<file path="config.mk">
export PLATFORM = sky130hd
export DESIGN_NAME = alu_mul_seq
export DESIGN_NICKNAME = d
export VERILOG_FILES = /design/src/rtl/alu_mul_seq.sv
export SDC_FILE = /design/constraint.sdc
export NUM_CORES = 1
export LEC_CHECK = 0
export CAP_MARGIN = 20
export CORE_UTILIZATION = 25
export CTS_CLUSTER_SIZE = 16
export DETAILED_ROUTE_END_ITERATION = 7
export GPL_TIMING_DRIVEN = 0
export PLACE_DENSITY = 0.58
export SETUP_SLACK_MARGIN = 0.05
export SYNTH_ARGS = -nofsm -noshare
export SYNTH_HDL_FRONTEND = slang
export SYNTH_SLANG_ARGS = --single-unit
</file>
<file path="constraint.sdc">
create_clock -name CLK -period 2.14 [get_ports CLK]
set_input_delay 0.428 -clock CLK [delete_from_list [all_inputs] [get_ports CLK]]
set_output_delay 0.428 -clock CLK [all_outputs]
set_load 0.02 [all_outputs]
</file>
<file path="src/rtl/alu_mul_seq.sv">
// alu_mul_seq: shift-add 16x16 multiplier sequencing the shared ALU; define ALU_MUL_EARLY_EXIT_EN to stop once the multiplier is exhausted
module alu_mul_seq #(
  parameter int WIDTH = 16
) (
  input  logic             CLK,
  input  logic             RST,
  input  logic             START,
  input  logic [WIDTH-1:0] OP_A,
  input  logic [WIDTH-1:0] OP_B,
  output logic             BUSY,
  output logic             DONE,
  output logic [WIDTH-1:0] PRODUCT,
  output logic [WIDTH-1:0] ALU_LEFT,
  output logic [WIDTH-1:0] ALU_RIGHT,
  output logic             ALU_ADD,
  output logic             ALU_SHL,
  output logic             ALU_SHR,
  input  logic [WIDTH-1:0] ALU_RESULT
);
  localparam int CW = $clog2(WIDTH);
  typedef enum logic [2:0] {IDLE, ADD, SHL, SHR, FIN} state_t;
  state_t state_q, state_d;
  logic [WIDTH-1:0] acc_q, acc_d, mcand_q, mcand_d, mplier_q, mplier_d, product_q, product_d;
  logic [CW-1:0] cnt_q, cnt_d;
  logic go, last;
  assign go = state_q == IDLE && START;
`ifdef ALU_MUL_EARLY_EXIT_EN
  assign last = cnt_q == CW'(WIDTH-1) || ALU_RESULT == '0;
`else
  assign last = cnt_q == CW'(WIDTH-1);
`endif
  always_ff @(posedge CLK) begin
    if (RST) begin
      state_q   <= IDLE;
      acc_q     <= '0;
      mcand_q   <= '0;
      mplier_q  <= '0;
      cnt_q     <= '0;
      product_q <= '0;
    end else begin
      state_q   <= state_d;
      acc_q     <= acc_d;
      mcand_q   <= mcand_d;
      mplier_q  <= mplier_d;
      cnt_q     <= cnt_d;
      product_q <= product_d;
    end
  end
  always_comb begin
    state_d   = state_q == IDLE ? (START ? ADD : IDLE) :
                state_q == ADD  ? SHL :
                state_q == SHL  ? SHR :
                state_q == SHR  ? (last ? FIN : ADD) : IDLE;
    acc_d     = go ? '0 : ALU_ADD ? ALU_RESULT : acc_q;
    mcand_d   = go ? OP_A : ALU_SHL ? ALU_RESULT : mcand_q;
    mplier_d  = go ? OP_B : ALU_SHR ? ALU_RESULT : mplier_q;
    cnt_d     = go ? '0 : ALU_SHR ? cnt_q + CW'(1) : cnt_q;
    product_d = ALU_SHR && last ? acc_q : product_q;
  end
  always_comb begin
    ALU_ADD   = state_q == ADD && mplier_q[0];
    ALU_SHL   = state_q == SHL;
    ALU_SHR   = state_q == SHR;
    ALU_LEFT  = ALU_ADD ? acc_q : ALU_SHL ? mcand_q : ALU_SHR ? mplier_q : '0;
    ALU_RIGHT = ALU_ADD ? mcand_q : '0;
    BUSY      = state_q == ADD || ALU_SHL || ALU_SHR;
    DONE      = state_q == FIN;
    PRODUCT   = product_q;
  end
endmodule

</file>
==> results.py <==
metrics = {
    "sta": {
        "final_hold_viol_count": 0,
        "slew_headroom_pct": 62.20,
        "tightest_slew_ns": 0.5670,
        "setup_viol": 0,
        "post-route-min-period_ns": 2.110,
        "finalMaxSlewViolations": 0,
        "rsz0062_at_grt": "true",
        "finalSetupTns_ns": 0,
        "clock.fmax_mhz": 474.0,
        "fin_hold_ws_ns": 0.4740,
        "finalCritPeriodShare_pct": 98.58,
        "skew_ns": 0.007349,
    },
    "logic_synthesis": {
        "synth-edff-count": 0,
        "ys_ff_latch": 71,
        "synth_area_um2": 3567,
        "synthTopCellsByArea": "dfxtp_1 (40%), nand2_1 (14%), a311oi_2 (12%), nand2b_1 (5.8%), mux2i_1 (4.5%)",
        "syn_inst": 428,
        "yosysTopAreaCellShare_pct": 39.85,
        "postSynthAreaPerCell_um2": 8.335,
        "synth_common_cells": "nand2_1 (129), dfxtp_1 (71), nor2_1 (36), nand2b_1 (33), a311oi_2 (29)",
        "syn_nets": 480,
        "ys.flop_type": "dfxtp_1",
        "yosysWarnings": 0,
        "yosysTopAreaCell": "dfxtp_1",
        "post-synth-top-count-cell": "nand2_1",
        "async_flop_share_pct": 0,
        "yosysSeqAreaShare_pct": 39.85,
        "synth_cell_types": 32,
    },
    "pwr": {
        "power.share.sequential_pct": 35.6,
        "switching_power_w": 0.001251,
        "switching_share_pct": 28.84,
        "vdd_drop_max_uv": 385.8,
        "p_clk_share_pct": 40.6,
        "power_density_nw_per_um2": 776.1,
        "internal_power_w": 0.003086,
        "pwr-share-comb_pct": 23.8,
        "p_leak_nw": 2.111,
    },
    "clock_tree": {
        "cts_root_buf": "clkbuf_16",
        "path_clk_slew_ns": 0.06,
        "clock_latency_ns": 0.34,
        "cts_tree": "done",
        "cts_made_buffers": 9,
        "clk_path_buf_depth": 2,
        "ctsHtreeMaxLevel": 3,
        "cts.sinks": 71,
    },
    "detailed_routing": {
        "viasPerCell": 4.722,
        "drtAntennaViolNets": 0,
        "vias": 3494,
        "drc": 0,
        "drt_iter0_drc": 241,
        "drt-total-wl_um": 12760,
        "avgRoutedWirePerCell_um": 17.24,
        "dr.pass1.iters": 4,
    },
    "critical_path": {
        "crit_type": "reg -> out",
        "crit_family": "simple AND/OR/NAND/NOR gates",
        "slowest_stage": "or3b_4",
        "worstPathCellList": "buf_6, or3b_4, clkinv_8, buf_12, nand2_2, nand2_2, buf_6",
        "startpoint_type": "flip-flop",
        "crit_start": "state_q[1]$_SDFF_PP0_",
        "worst-path-buf-inv": 4,
        "cp.arrival_ns": 1.68,
        "cp-end-kind": "output pin",
        "cp_max_fo": 7,
        "cpPeakStageDelay_ns": 0.43,
        "crit_required_ns": 1.71,
        "timing.rr.start": "state_q[1]$_SDFF_PP0_",
    },
    "placement": {
        "gp_congestion": 0.8516,
        "port_buffers": 103,
        "hpwl_um": 9267,
    },
    "die": {
        "die-height_um": 121.5,
        "rows": 43,
        "core_um2": 13880,
        "die_w_um": 121.5,
        "die-area_um2": 14750,
        "io_pins": 104,
        "start_util_pct": 25.70,
    },
    "global_route": {
        "grt_first_pass_wirelength_um": 19150,
        "grt_pass1_vias": 3621,
        "grt_overflow": 0,
        "antenna_found_initial": 0,
        "grt_max_degree": 13,
        "track_usage_pct": 17.27,
    },
    "finish": {
        "drive_gt1_share_pct": 30.71,
        "nNetsFinal": 607,
        "syn2layout_area_growth_pct": 56.65,
        "diodes": 0,
        "fin_util_pct": 40.26,
    },
    "worst_hold_path": {
        "hp-start": "PRODUCT[10]$_SDFFE_PP0P_",
        "hold_class": "reg -> reg",
    },
    "flow_run": {
        "maxCapViolations": 0,
    },
    "outcome": {
        "status": "finished, final reports clean",
    },
}
-- per-stage QoR --
stage,instance area [µm²],cells,setup WS (ns),power [W]
3_5_place_dp,4823,711,-0.4888,0.002421
4_1_cts,5395,740,-0.03570,0.004294
3_3_place_gp,4823,711,-0.4742,0.002395
6_report,5588,740,0.03041,0.004337
2_1_floorplan,3567,428,0.2499,0.002066
5_1_grt,5588,740,-0.01537,0.004486
-- worst reg2reg max path: stages, from the launching register on --
cell and delay (ns):
dfxtp_2 0.32, buf_6 0.12, nand3b_1 0.14, buf_2 0.27, clkbuf_1 0.48, nand2_1 0.16, a311oi_2 0.26
-- cell usage in the layout (no fill, tap or decap), types with 10 or more instances in the layout --
cell,Yosys,routed
a21oi_1,20,20
a22oi_2,0,11
a311oi_2,29,29
and2_1,17,10
buf_2,14,18
buf_4,2,16
buf_6,7,29
clkbuf_16,0,10
clkdlybuf4s50_1,0,67
dfxtp_1,71,68
mux2i_1,16,16
nand2_1,129,105
nand2_2,0,14
nand2_4,0,10
nand2b_1,33,33
nor2_1,36,36
-- path summary, 6_finish.rpt --
check                             end  slack, ns  cells after the start
max                       ALU_LEFT[1]       0.03                      7
min          PRODUCT[10]$_SDFFE_PP0P_       0.47                      2
max reg2reg  mplier_q[0]$_SDFFE_PP0P_       0.30                      6
min reg2reg  PRODUCT[10]$_SDFFE_PP0P_       0.47                      2
-- power by group through the flow --
| stage | Combinational (W) | Clock [W] | Sequential (W) |
|---|---|---|---|
| floorplan | 0.000555 | 0 | 0.00151 |
| global placement | 0.000863 | 0 | 0.00153 |
| detailed placement | 0.000885 | 0 | 0.00154 |
| CTS | 0.00100 | 0.00178 | 0.00152 |
| global route | 0.00110 | 0.00183 | 0.00156 |
| finish | 0.00103 | 0.00176 | 0.00154 |
-- area by class of cell --
type,instances,area (µm²)
multi-input combinational,317,2118
clock buffer,10,239.0
sequential,71,1428
clock inverter,6,107.6
buffer,33,265.3
fill,1385,8293
timing repair buffer,120,1176
inverter,3,28.78
tap,180,225.2
-- sequential cells by signal, summed over array words and instances (netlist names) --
| signal | count |
|---|---|
| state_q | 3 |
| acc_q | 16 |
| mcand_q | 16 |
| PRODUCT | 16 |
| cnt_q | 4 |
| mplier_q | 16 |
-- metal layers --
layer / GRT usage [%] / vias up / share of wire, %
li1: - / 1707 / -
met1: 21.93 / 1671 / 44
met2: 29.58 / 107 / 49
met3: 3.571 / 9 / 6.1
met4: 4.167 / 0 / 0.83
met5: 0 / - / 0
-- cell families (layout without fill, tap and decap cells) --
logic type               after synthesis  after routing  synth area share (%)
adder cells (fa/ha/maj)                1              1                0.3507
AND/OR/NAND/NOR                      228            228                 28.90
AO/OA/AOI/OAI                         69             69                 19.26
XOR/XNOR                               3              3                0.7367
buffers and inverters                 40            172                 6.419
flip-flops                            71             71                 39.85
multiplexers                          16             16                 4.490
-- repair_timing --
item                                    4_1_cts  5_1_grt
resized for setup                           217       62
pin swaps                                     3        8
hold endpoints to repair                      0        0
buffers inserted                             11        2
hold buffers                                  0        0
endpoints found under the setup margin       36       43
cloned                                        3        1
Note: power is estimated with default switching activity, not from simulation.
